<file path="src/rtl/irq_ctrl_if.sv">
// CPU data/IO bus view of the interrupt controller register file.
// The CPU drives address and strobes; the controller returns read data.
interface irq_ctrl_if;
  logic [15:0] addr_i;
  logic [7:0]  wr_data_i;
  logic        wr_en_i;
  logic        rd_en_i;
  logic [7:0]  rd_data_o;

  modport master (
    output addr_i,
    output wr_data_i,
    output wr_en_i,
    output rd_en_i,
    input  rd_data_o
  );

  modport slave (
    input  addr_i,
    input  wr_data_i,
    input  wr_en_i,
    input  rd_en_i,
    output rd_data_o
  );
endinterface

</file>
<file path="src/rtl/irq_ctrl.sv">
// Interrupt controller: syncs raw sources, latches edge/level pending bits,
// masks them and drives registered request lines to the CPU.
module irq_ctrl #(
  parameter int          N_SRC     = 3,
  parameter logic [15:0] BASE_ADDR = 16'hFF10
) (
  input  logic             clk,
  input  logic             rst_n,
  input  logic [N_SRC-1:0] src_i,
  irq_ctrl_if.slave        bus,
  output logic [N_SRC-1:0] irq_o
);

  logic [N_SRC-1:0] s1, s2, s3;
  logic [N_SRC-1:0] ie, ip, im;
  logic [N_SRC-1:0] rise, setV, clrV;
  logic [15:0]      off;
  logic             hit;
  logic             wrIe, wrIp, wrIm;
  logic [7:0]       regVal;
  logic [7:0]       rdData;

  assign rise = s2 & ~s3;
  assign setV = (im & rise) | (~im & s2);

  // Unsigned wrap makes addresses below BASE_ADDR fall out of range too
  assign off = bus.addr_i - BASE_ADDR;
  assign hit = (off < 16'd4);

  assign wrIe = bus.wr_en_i && hit && (off[1:0] == 2'd0);
  assign wrIp = bus.wr_en_i && hit && (off[1:0] == 2'd1);
  assign wrIm = bus.wr_en_i && hit && (off[1:0] == 2'd2);

  assign clrV = wrIp ? bus.wr_data_i[N_SRC-1:0] : '0;

  always_comb begin
    regVal = '0;
    case (off[1:0])
      2'd0:    regVal[N_SRC-1:0] = ie;
      2'd1:    regVal[N_SRC-1:0] = ip;
      2'd2:    regVal[N_SRC-1:0] = im;
      default: regVal[N_SRC-1:0] = s2;
    endcase
  end

  assign rdData = (bus.rd_en_i && hit) ? regVal : 8'h00;

  always_ff @(posedge clk or negedge rst_n) begin
    if (!rst_n) begin
      s1    <= '0;
      s2    <= '0;
      s3    <= '0;
      ie    <= '0;
      ip    <= '0;
      im    <= '0;
      irq_o <= '0;
      bus.rd_data_o <= '0;
    end else begin
      s1 <= src_i;
      s2 <= s1;
      s3 <= s2;
      // Set wins: a held level or fresh edge survives a same-cycle clear
      ip <= setV | (ip & ~clrV);
      if (wrIe) ie <= bus.wr_data_i[N_SRC-1:0];
      if (wrIm) im <= bus.wr_data_i[N_SRC-1:0];
      irq_o <= ip & ie;
      bus.rd_data_o <= rdData;
    end
  end

endmodule

</file>
<file path="src/flat_wrapper.sv">
// flat-port wrapper written by rule: the top's interface ports become plain ports
module irq_ctrl_flat 
#(
  parameter int          N_SRC     = 3,
  parameter logic [15:0] BASE_ADDR = 16'hFF10
)
  (clk, rst_n, src_i, irq_o, bus_addr_i, bus_wr_data_i, bus_wr_en_i, bus_rd_en_i, bus_rd_data_o);
  irq_ctrl_if bus_i ();
  input  logic clk;
  input  logic rst_n;
  input  logic [N_SRC-1:0] src_i;
  output logic [N_SRC-1:0] irq_o;
  input wire logic [$bits(bus_i.addr_i)-1:0] bus_addr_i;
  input wire logic [$bits(bus_i.wr_data_i)-1:0] bus_wr_data_i;
  input wire logic [$bits(bus_i.wr_en_i)-1:0] bus_wr_en_i;
  input wire logic [$bits(bus_i.rd_en_i)-1:0] bus_rd_en_i;
  output wire logic [$bits(bus_i.rd_data_o)-1:0] bus_rd_data_o;
  assign bus_i.addr_i = bus_addr_i;
  assign bus_i.wr_data_i = bus_wr_data_i;
  assign bus_i.wr_en_i = bus_wr_en_i;
  assign bus_i.rd_en_i = bus_rd_en_i;
  assign bus_rd_data_o = bus_i.rd_data_o;
  irq_ctrl #(.N_SRC(N_SRC), .BASE_ADDR(BASE_ADDR)) u_core (.clk(clk), .rst_n(rst_n), .src_i(src_i), .bus(bus_i), .irq_o(irq_o));
endmodule
</file>
<file path="config.mk">
export PLATFORM = sky130hd
export DESIGN_NAME = irq_ctrl_flat
export DESIGN_NICKNAME = d
export VERILOG_FILES = /design/src/rtl/irq_ctrl_if.sv /design/src/rtl/irq_ctrl.sv /design/src/flat_wrapper.sv
export SDC_FILE = /design/constraint.sdc
export NUM_CORES = 1
export LEC_CHECK = 0
export ABC_AREA = 1
export CORE_UTILIZATION = 40
export DETAILED_ROUTE_END_ITERATION = 10
export PLACE_DENSITY = 0.83
export SLEW_MARGIN = 5
export SYNTH_ARGS = -nofsm -noshare
export SYNTH_HDL_FRONTEND = slang
export SYNTH_SLANG_ARGS = --single-unit
</file>
<file path="constraint.sdc">
create_clock -name clk -period 2.5 [get_ports clk]
set_clock_uncertainty 0.05 [all_clocks]
set_input_delay 0.5 -clock clk [delete_from_list [all_inputs] [get_ports clk]]
set_output_delay 0.5 -clock clk [all_outputs]
set_load 0.02 [all_outputs]
</file>
; Word-level counts from Yosys, hierarchy flattened
; Cells that the tools add are included.
[classes]
n_addsub = 1
n_lt_le_gt_ge = 1
n_eq_ne = 2
mux = 3
bitwise = 10
n_reduce_logical = 6
[ops]
columns = op, count
row1 = "less-than comparator 16 x 3 -> 1 bit, second input constant", 1
row2 = "subtractor 16 bit, second input constant", 1
row3 = AND 3 bit, 5
row4 = inverter 3 bit, 3
row5 = case mux 3 bit (3 select lines), 1
row6 = two-way mux 3 bit, 2
row7 = OR 3 bit, 2
row8 = logical AND 1 bit, 5
row9 = "== test 2 x 1 -> 1 bit, second input constant", 1
row10 = "== test 2 bit, second input constant", 1
row11 = logical NOT 2 bit, 1
[word_totals]
regBits = 29
in_bits = 31
output_inout_bits = 11
elab_cells = 31

; Depth between registers and ports, before layout
[logic_depth]
word_depth = 8
depth_mapped = 12
ltp_nobuf = 12

; Worst setup path before layout
; OpenSTA, ideal clock, no wires.
[synth_path]
kind = input to register
from = in bus_addr_i[5]
to = reg u_core.ie[0]
setup_ns = 0.121
arrival_ns = 1.492
required_ns = 2.329
slack_ns = 0.837
stages = 12
path_buffers = 0
cell_sequence = nor2_2 > nand2_4 > nand2_1 > nand2_1 > nor2_1 > nand2_1 > nor2_1 > nand2_1 > nor2_4 > nand3_2 > nand2_1 > o21ai_1
[synth_between]
elab_chain_len = 4
[synth_lines]
columns = element, line
row1 = "start, declared", flat_wrapper.sv:13  ; input wire logic [$bits(bus_i.addr_i)-1:0] bus_addr_i;
row2 = subtractor 16 bit, irq_ctrl.sv:27  ; assign off = bus.addr_i - BASE_ADDR;
row3 = less-than comparator 16 x 3 -> 1 bit, irq_ctrl.sv:28  ; assign hit = (off < 16'd4);
row4 = logical AND 1 bit (2 in series), irq_ctrl.sv:30  ; assign wrIe = bus.wr_en_i && hit && (off[1:0] == 2'd0);
row5 = "end signal, assigned", irq_ctrl.sv:64  ; if (wrIe) ie <= bus.wr_data_i[N_SRC-1:0];
row6 = "end, declared", irq_ctrl.sv:15  ; logic [N_SRC-1:0] ie, ip, im;
; Every way passes these cells.
; A chain may end at the register's enable or synchronous reset.

; Worst setup path in the final report
[layout_path]
from = in bus_addr_i[8]
to = reg u_core.im[2]
[layout_between]
elab_chain_len = 4
[layout_lines]
columns = element, line
row1 = subtractor 16 bit, irq_ctrl.sv:27
row2 = less-than comparator 16 x 3 -> 1 bit, irq_ctrl.sv:28
row3 = logical AND 1 bit (2 in series), irq_ctrl.sv:32  ; assign wrIm = bus.wr_en_i && hit && (off[1:0] == 2'd2);
row4 = "end signal, assigned", irq_ctrl.sv:65  ; if (wrIm) im <= bus.wr_data_i[N_SRC-1:0];
row5 = "end, declared", irq_ctrl.sv:15
; Every way passes these cells.

==> impl_results.md <==
- Area Overhead vs Synth: 31.4%
- Initial antenna violation count: 0
- CTS Buf Count: 3
- Clock Latency Late Sink: about 0.30 ns
- Chip width: ~56 um
- DRT Pass-1 Iters: 4
- Static leakage: around 0.77 nW
- Largest net degree at the start of global routing: 25
- Final Net Count: between 200 and 250
- Vias in the first global route: 908
- Worst-path maximum fanout: 6
- Minimum clock period: around 2.1 ns
- Max-cap violation count: 0
- Psw: 0.160 mW
- Clk slew on worst S/H paths: roughly 0.12 ns
- Synthesized cell area: between 1000 and 1500 um^2
- Row cnt: 19
- Synth area leader: dfrtp_1
- CTS H-tree depth: 1
- Residual DRC count: 0
- # Post-CTS Setup Buffers: 0
- Full die area: approximately 3200 um^2
- Share of power burned in the clock network: 28.0%
- Final setup fails: 0
- Post-synthesis sequential area ratio: ~50%
- CP arrival: about 2.3 ns
- Slew Limit Fails: 0
- Peak Freq: 471 MHz
- Setup crit end kind: register
- Maximum VDD drop: about 0.48 mV
- Clk root buf: clkbuf_4
- Port Buffers: 31
- ANT nets after route: 0
- Gr ovfl total: 0
- Chip Height: about 56 um
- Fin. Hold Viols: 0
- Register bit total from synthesis: 24
- Worst hold path class: reg2reg
- Final WL: 2220 um
- DRT iter0 DRCs: 14
- Gr usage total: between 15 and 20%
- Critical path class: in2reg
- # clock sinks: 24
- Routed len/inst: ~10 um
- Netlist cell types: 19
- Quantity of gates resized following cts: 0
- PwrDens: 447 nW/um^2
- Cts-stage hold buffer count: 0
- Synth top area share: between 50 and 60%
- Main synth FF type: dfrtp_1
- Layout cell share with drive strength beyond 1: 7.65%
- Seq pwr share: 57.5%
- Core Area: ~2800 um^2
- # IOs: 42
- Commonest cells post-synth: nand2_1, dfrtp_1, inv_1, nor2_1
- Final Core Density: 55.8%
- Via-to-Cell Ratio: 4.74
- Post-synth EDFFs: 0
- Share of total power in combinational logic: 14.6%
- Setup tns final: 0 ns
- Post-Syn Instances: about 150
- Worst setup SP type: input pin
- Top cells by area, synth: dfrtp_1, nand2_1, inv_1
- Vias: approximately 1000
- # diodes: 0
- Syn_area_per_cell: roughly 8 um^2
- Status: finished, final reports clean
- RSZ-0062 raised after global routing: no
- Initial Utilization: between 40% and 50%
- Internal: 0.534 mW
- Global-route wire length before repair: 3830 um
- Area after DPL: roughly 1500 um^2
- HPWL after DPL: roughly 1700 um
- Clock Tree Buf Depth: 2
- Final hold slack: 0.311 ns
- Warnings, synthesis: 0
- Async S/R FF share, synth: 100%
- Net Sw Frac: a little under a quarter
- Final Power: 0.694 mW
- Fin area: 1550 um^2
- Req. time, crit path: about 2.7 ns
- GP Congestion: 0.873
- Period Utilization, post-route: 84.9%
- CTS tree: done
- Most frequent cell after synthesis: nand2_1
## flip-flops by register name, indices dropped and copies added (netlist names)
register and count:
u_core.bus.rd_data_o 3, u_core.ie 3, u_core.im 3, u_core.ip 3, u_core.irq_o 3, u_core.s1 3
u_core.s2 3, u_core.s3 3
## cells by family (layout without fill, tap and decap cells)
family	after synthesis	in the layout	synth area share [%]
AO/OA/AOI/OAI	12	12	5.19
buffers and inverters	21	52	8.26
flip-flops	24	24	50.8
other	1	5	0.317
AND/OR/NAND/NOR	90	90	35.4
## through the flow
stage / cells / setup WS, ns
global placement: 210 / 0.130
CTS: 214 / 0.380
finish: 214 / 0.378
detailed placement: 210 / 0.0510
global route: 214 / 0.243
floorplan: 152 / 0.837
## layout make-up
type	count	area [um^2]
Multi-Input combinational cell	107	498
Clock buffer	4	36.3
Timing Repair Buffer	32	318
Sequential cell	24	601
Inverter	16	60.1
Fill cell	250	1230
Tap cell	31	38.8
## per-layer routing
metal | up-vias | track usage (%) | routed length (um)
li1 | 526 | - | -
met2 | 31 | 26.2 | 1110
met1 | 453 | 19.5 | 983
met5 | - | 0 | 0
met3 | 4 | 4.38 | 97
met4 | 0 | 3.14 | 28
## layout by cell type, fill, tap and decap left out
cell type,count
nand2_4,1
a31oi_1,1
clkdlybuf4s50_1,31
clkbuf_8,1
inv_1,16
nor2_4,2
o21ai_0,4
nand2_1,55
nor3_1,1
clkbuf_4,3
nand3b_1,2
buf_4,1
nor2_1,11
nor2_2,2
nand3_1,7
nor3b_1,1
conb_1,5
dfrtp_1,24
nand2_2,1
o21ai_1,7
nand4_1,4
nand3_2,3
## worst paths after layout
kind,end,startpoint,slack [ns],cells after the start
max,u_core.im[2],bus_addr_i[8],0.38,10
min,u_core.s2[1],u_core.s1[1],0.31,0
max reg2reg,u_core.bus.rd_data_o[2],u_core.im[2],1.51,4
min reg2reg,u_core.s2[1],u_core.s1[1],0.31,0
max in group asynchronous,u_core.s3[1],rst_n,1.70,2
min in group asynchronous,u_core.s2[0],rst_n,0.48,2
## power by group through the flow
stage	clock network, mW	logic, mW	registers [mW]
after global placement	0	0.0995	0.406
final	0.194	0.101	0.398
after CTS	0.198	0.102	0.399
after detailed placement	0	0.101	0.406
after global routing	0.219	0.113	0.399
after floorplan	0	0.0456	0.405
## worst max-delay path, cell delays in order
cell,delay (ns)
clkdlybuf4s50_1,0.53
nand2_2,0.10
nor2_4,0.15
nand3_1,0.13
o21ai_1,0.20
nand3_2,0.12
nor2_4,0.19
nand3_2,0.17
nand2_1,0.11
o21ai_1,0.06
No activity file was read; power rests on OpenSTA's default activity.
